`config.mk`:
```
export PLATFORM = sky130hd
export DESIGN_NAME = csr_counter_reader
export DESIGN_NICKNAME = d
export VERILOG_FILES = /design/src/rtl/csr_counter_reader.sv
export SDC_FILE = /design/constraint.sdc
export NUM_CORES = 1
export LEC_CHECK = 0
export CAP_MARGIN = 0
export CORE_MARGIN = 8
export CORE_UTILIZATION = 55
export CTS_CLUSTER_DIAMETER = 80
export DETAILED_ROUTE_END_ITERATION = 8
export PLACE_DENSITY = 0.84
export SLEW_MARGIN = 20
export SYNTH_ARGS = -nofsm -noshare
export SYNTH_HDL_FRONTEND = slang
export SYNTH_SLANG_ARGS = --single-unit
```
`constraint.sdc`:
```
create_clock -name clk -period 4.4 [get_ports clk]
set_clock_uncertainty 0.05 [all_clocks]
set_input_delay 1.32 -clock clk [delete_from_list [all_inputs] [get_ports clk]]
set_output_delay 1.32 -clock clk [all_outputs]
set_load 0.005 [all_outputs]
```
`src/rtl/csr_counter_reader.sv`:
```
// csr_counter_reader: reads/writes the 64-bit CSR performance counters
// (cycle, time, instret) over a 32-bit CSR port.
// Reads use a high/low/high sequence with bounded retry so the returned
// value is never torn. Writes go out as two half-word CSR writes.
// Ports:
//   clk, reset (async, active-low)
//   req_*  : core request (valid/ready, write flag, counter select, write data)
//   resp_* : response (valid/ready, data, error, retry count)
//   csr_*  : CSR command/address/write-data out, combinational read data in
module csr_counter_reader #(
    parameter int unsigned XLEN         = 32,
    parameter int unsigned MAX_RETRY    = 3,
    parameter int unsigned CSR_CMD_LEN  = 2,
    parameter int unsigned CSR_ADDR_LEN = 12
) (
    input  logic                    clk,
    input  logic                    reset,
    input  logic                    req_valid,
    output logic                    req_ready,
    input  logic                    req_write,
    input  logic [1:0]              req_sel,
    input  logic [2*XLEN-1:0]       req_wdata,
    output logic                    resp_valid,
    input  logic                    resp_ready,
    output logic [2*XLEN-1:0]       resp_data,
    output logic                    resp_error,
    output logic [1:0]              resp_retries,
    output logic [CSR_CMD_LEN-1:0]  csr_cmd,
    output logic [CSR_ADDR_LEN-1:0] csr_addr,
    output logic [XLEN-1:0]         csr_wdata,
    input  logic [XLEN-1:0]         csr_rdata
);

    localparam int unsigned CW      = 2 * XLEN;
    localparam int unsigned RETRY_W = 2;
    localparam int unsigned SEL_W   = 2;

    localparam logic [CSR_CMD_LEN-1:0]  CSR_READ     = CSR_CMD_LEN'(0);
    localparam logic [CSR_CMD_LEN-1:0]  CSR_WRITE    = CSR_CMD_LEN'(1);
    localparam logic [CSR_ADDR_LEN-1:0] ADDR_LO_BASE = CSR_ADDR_LEN'(12'hC00);
    localparam logic [CSR_ADDR_LEN-1:0] ADDR_HI_BASE = CSR_ADDR_LEN'(12'hC80);
    localparam logic [SEL_W-1:0]        SEL_INVALID  = SEL_W'(3);
    localparam logic [RETRY_W-1:0]      RETRY_LIMIT  = RETRY_W'(MAX_RETRY);

    typedef enum logic [2:0] {
        IDLE, RD_HI1, RD_LO, RD_HI2, WR_LO, WR_HI, RESP
    } state_t;

    // Low/high CSR address for a counter select (CYCLE/TIME/INSTRET and their H halves)
    function automatic logic [CSR_ADDR_LEN-1:0] lo_addr(input logic [SEL_W-1:0] s);
        return ADDR_LO_BASE + CSR_ADDR_LEN'(s);
    endfunction

    function automatic logic [CSR_ADDR_LEN-1:0] hi_addr(input logic [SEL_W-1:0] s);
        return ADDR_HI_BASE + CSR_ADDR_LEN'(s);
    endfunction

    state_t                    state, state_d;
    logic [SEL_W-1:0]          sel_q, sel_d;
    logic [CW-1:0]             wdata_q, wdata_d;
    logic [XLEN-1:0]           hi1_q, hi1_d;
    logic [XLEN-1:0]           lo_q, lo_d;
    logic [RETRY_W-1:0]        retries_q, retries_d;

    logic                      req_ready_d;
    logic                      resp_valid_d;
    logic [CW-1:0]             resp_data_d;
    logic                      resp_error_d;
    logic [1:0]                resp_retries_d;
    logic [CSR_CMD_LEN-1:0]    csr_cmd_d;
    logic [CSR_ADDR_LEN-1:0]   csr_addr_d;
    logic [XLEN-1:0]           csr_wdata_d;

    // State and registered outputs
    always_ff @(posedge clk or negedge reset) begin
        if (!reset) begin
            state        <= IDLE;
            sel_q        <= '0;
            wdata_q      <= '0;
            hi1_q        <= '0;
            lo_q         <= '0;
            retries_q    <= '0;
            req_ready    <= 1'b1;
            resp_valid   <= 1'b0;
            resp_data    <= '0;
            resp_error   <= 1'b0;
            resp_retries <= '0;
            csr_cmd      <= CSR_READ;
            csr_addr     <= '0;
            csr_wdata    <= '0;
        end else begin
            state        <= state_d;
            sel_q        <= sel_d;
            wdata_q      <= wdata_d;
            hi1_q        <= hi1_d;
            lo_q         <= lo_d;
            retries_q    <= retries_d;
            req_ready    <= req_ready_d;
            resp_valid   <= resp_valid_d;
            resp_data    <= resp_data_d;
            resp_error   <= resp_error_d;
            resp_retries <= resp_retries_d;
            csr_cmd      <= csr_cmd_d;
            csr_addr     <= csr_addr_d;
            csr_wdata    <= csr_wdata_d;
        end
    end

    // Next state, datapath captures and next values of every registered output
    always_comb begin
        state_d        = state;
        sel_d          = sel_q;
        wdata_d        = wdata_q;
        hi1_d          = hi1_q;
        lo_d           = lo_q;
        retries_d      = retries_q;
        resp_data_d    = resp_data;
        resp_error_d   = resp_error;
        resp_retries_d = resp_retries;
        csr_cmd_d      = CSR_READ;
        csr_addr_d     = '0;
        csr_wdata_d    = '0;

        unique case (state)
            IDLE: begin
                if (req_valid) begin
                    sel_d     = req_sel;
                    wdata_d   = req_wdata;
                    retries_d = '0;
                    if (req_sel == SEL_INVALID) begin
                        state_d      = RESP;
                        resp_data_d  = '0;
                        resp_error_d = 1'b1;
                    end else if (req_write) begin
                        state_d = WR_LO;
                    end else begin
                        state_d = RD_HI1;
                    end
                end
            end
            RD_HI1: begin
                hi1_d   = csr_rdata;
                state_d = RD_LO;
            end
            RD_LO: begin
                lo_d    = csr_rdata;
                state_d = RD_HI2;
            end
            RD_HI2: begin
                if (csr_rdata == hi1_q) begin
                    resp_data_d  = {hi1_q, lo_q};
                    resp_error_d = 1'b0;
                    state_d      = RESP;
                end else if (retries_q < RETRY_LIMIT) begin
                    // High half moved: re-read low against the newer high value
                    retries_d = retries_q + RETRY_W'(1);
                    hi1_d     = csr_rdata;
                    state_d   = RD_LO;
                end else begin
                    resp_data_d  = {csr_rdata, lo_q};
                    resp_error_d = 1'b1;
                    state_d      = RESP;
                end
            end
            WR_LO: begin
                state_d = WR_HI;
            end
            WR_HI: begin
                resp_data_d  = '0;
                resp_error_d = 1'b0;
                state_d      = RESP;
            end
            RESP: begin
                if (resp_ready) begin
                    resp_data_d    = '0;
                    resp_error_d   = 1'b0;
                    resp_retries_d = '0;
                    state_d        = IDLE;
                end
            end
            default: state_d = IDLE;
        endcase

        // Retry count is published once, on entry to RESP, and held there
        if (state_d == RESP && state != RESP) begin
            resp_retries_d = retries_d;
        end

        req_ready_d  = (state_d == IDLE);
        resp_valid_d = (state_d == RESP);

        // CSR port is a pure decode of the upcoming state and latched request
        unique case (state_d)
            RD_HI1, RD_HI2: csr_addr_d = hi_addr(sel_d);
            RD_LO:          csr_addr_d = lo_addr(sel_d);
            WR_LO: begin
                csr_cmd_d   = CSR_WRITE;
                csr_addr_d  = lo_addr(sel_d);
                csr_wdata_d = wdata_d[XLEN-1:0];
            end
            WR_HI: begin
                csr_cmd_d   = CSR_WRITE;
                csr_addr_d  = hi_addr(sel_d);
                csr_wdata_d = wdata_d[CW-1:XLEN];
            end
            default: ;
        endcase
    end

endmodule

```
==> reports/qor.yml <==
setup_path:
  rr_endpoint: "resp_data[22]$_DFFE_PN0P_"
  crit_slowest_cell: "clkdlybuf4s50_1"
  r2r_cells: 7
  crit_start: "csr_rdata[18]"
  crit_path_end: "resp_data[22]$_DFFE_PN0P_"
  r2r_start: "hi1_q[31]$_DFFE_PN0P_"
  setup.worst_path.start_class: "input port"
  slowest_delay_ns: 0.51
  path_depth: 8
  crit_path_max_fanout: 53
  crit_chain: "clkdlybuf4s50_1, xor2_1, nor4_1, nand4_1, or2_1, a31oi_4, buf_12, mux2i_1"
  worstSetupPathType: "in -> reg"
  arrival_ns: 3.94
  critPathBufInv: 2
  rrSetupSlack_ns: 1.81
  endpoint_kind: "register"
  crit_family: "simple AND/OR/NAND/NOR gates"
  worstPathRequired_ns: 4.77
detailed_routing:
  vias: 6367
  wl_mm: 23.3
  drc: 0
  wl_per_cell_um: 19.5
  ant_nets: 0
  firstDrtPassIters: 4
  vias_per_cell: 5.32
  first_iter_violations: 281
synth:
  syn_area_per_cell_um2: 13.4
  synth_edf_count: 0
  synthTopCellsByArea: "dfrtp_1 (60%), mux2_2 (15%), mux2i_1 (6.5%)"
  yosysTopAreaCell: "dfrtp_1"
  synthFlopType: "dfrtp_1"
  yosysMostFrequentCell: "dfrtp_1"
  yosys.area.top_type_share: 0.604
  ys_ff_latch: 241
  yosysSeqAreaShare: 0.607
  postSynthCellCount: 742
  ys_types: 41
  netlist_area_mm2: 0.00994
  synth_commonest_cells: "dfrtp_1 (240), mux2_2 (128), inv_1 (70)"
  yosysWarnings: 0
  async_flop_share: 1.00
finish:
  fin_nets: 1054
  fillCellCount: 1197
  multi_input_area_mm2: 0.00339
  diodes: 0
  drive_gt1_frac: 0.198
  register_area_mm2: 0.00603
  area_growth_syn_to_layout_pct: 31.4
global_route:
  antenna_found_initial: 0
  grt_pass1_wl_mm: 37.6
  grt_max_degree: 76
  globalRouteOverflowTotal: 0
  track_usage: 0.208
  grt_pass1_vias: 7030
timing:
  period_share: 0.812
  fin_crit_ns: 3.57
  final-hold-violation-count: 0
  rsz0062_at_grt: "no"
  timing.fmax_ghz: 0.280
  setup_tns_ns: 0
  tightestPinTransition_ns: 1.00
  setup_viol: 0
  slew_viol_final: 0
  slew_headroom: 0.331
die:
  die_area_mm2: 0.0226
  fp.coreArea_mm2: 0.0178
  die_y_um: 150
  rows: 49
  ios: 218
  fp.dieW_um: 150
  start_util: 0.557
cts:
  clk_pin_slew_ns: 0.06
  cts_tree: "done"
  cts_setup_buffers: 0
  cts_resized: 0
  htreeDepth: 1
  holdBufCountCts: 0
  numCtsBuffers: 25
  cts_buffer_depth: 3
  clk_latency_ns: 0.51
  cts.sinks: 241
  cts_root_buf: "clkbuf_16"
hold_path:
  hold_class: "reg -> reg"
power:
  power.leakage_nw: 5.65
  power_mw: 9.56
  power.density_mw_per_mm2: 733
  ir_worst_vdd_mv: 0.454
status:
  run_status: "finished, final reports clean"
placement:
  gp_congestion: 0.811
  hpwl_mm: 15.8
  port_buffers: 209
flow_run:
  drv_cap: 0
worst min path at each step:
stage | cells past startpoint | from | slack [ns] | to
floorplan | 2 | sel_q[0]$_DFF_PN0_ | 0.40 | sel_q[0]$_DFF_PN0_
global placement | 2 | sel_q[0]$_DFF_PN0_ | 0.42 | sel_q[0]$_DFF_PN0_
detailed placement | 1 | wdata_q[35]$_DFF_PN0_ | 0.43 | csr_wdata[3]$_DFF_PN0_
CTS | 1 | wdata_q[48]$_DFF_PN0_ | 0.44 | csr_wdata[16]$_DFF_PN0_
global route | 1 | wdata_q[28]$_DFF_PN0_ | 0.46 | wdata_q[28]$_DFF_PN0_
finish | 1 | wdata_q[51]$_DFF_PN0_ | 0.44 | csr_wdata[19]$_DFF_PN0_
sequential cells by signal (all words and copies together), names as in the netlist:
| signal | count |
|---|---|
| sel_q | 2 |
| resp_error | 1 |
| wdata_q | 64 |
| resp_data | 64 |
| retries_q | 2 |
| csr_addr | 4 |
| csr_wdata | 32 |
| csr_cmd | 1 |
| resp_valid | 1 |
| lo_q | 32 |
| req_ready | 1 |
| resp_retries | 2 |
| state | 3 |
| hi1_q | 32 |
cells in the final DEF, fill, tap and decap left out, types with 8 or more instances in the layout:
cell type,Yosys,layout
nand2_1,68,68
mux2i_1,65,65
a32o_1,33,33
mux2_2,128,128
dfrtp_1,240,240
clkdlybuf4s50_1,0,208
xor2_1,32,32
clkbuf_16,0,25
inv_1,70,70
buf_4,11,9
nor4_1,8,8
conb_1,1,8
through the flow:
| step | instances | util | hold slack [ns] | instance area [um^2] | worst slack (ns) |
|---|---|---|---|---|---|
| after detailed placement | 1152 | 0.685 | 0.430 | 12200 | 0.291 |
| final | 1196 | 0.732 | 0.438 | 13100 | 0.829 |
| after global placement | 1152 | 0.685 | 0.421 | 12200 | 0.410 |
| after floorplan | 749 | - | 0.398 | 9960 | 1.31 |
| after global routing | 1196 | 0.732 | 0.460 | 13100 | 0.705 |
| after CTS | 1195 | 0.730 | 0.444 | 13000 | 0.819 |
cell families (layout without fill, tap and decap cells):
family                    after synthesis  after routing  synth area share
DFF                                   241            241             0.607
buffers and inverters                 118            336            0.0578
and+or+nand+nor                       100            100            0.0436
AOI/OAI and AO/OA                      55             55            0.0501
other                                   1              8          0.000377
muxes                                 195            195             0.213
xor gates and xnor gates               32             32            0.0282
routing by layer:
metal,global-route usage,routed length (um),vias to the layer above
met5,0,0,-
met4,0.0565,508,0
met3,0.0845,2420,42
met2,0.339,11200,199
met1,0.252,9240,3207
li1,-,-,2919
where the power goes:
group	switching [mW]	internal [mW]
logic	1.71	2.06
registers	0.503	3.21
clock network	0.841	1.24
total	3.06	6.51
final cells by class:
class	count	area share
clock buffers	35	0.0546
clock inverters	8	0.00719
flip-flops and latches	241	0.462
multi-input cells	390	0.260
inverters	70	0.0201
repair buffers	223	0.174
well taps	229	0.0220
Note: power is estimated with default switching activity, not from simulation.
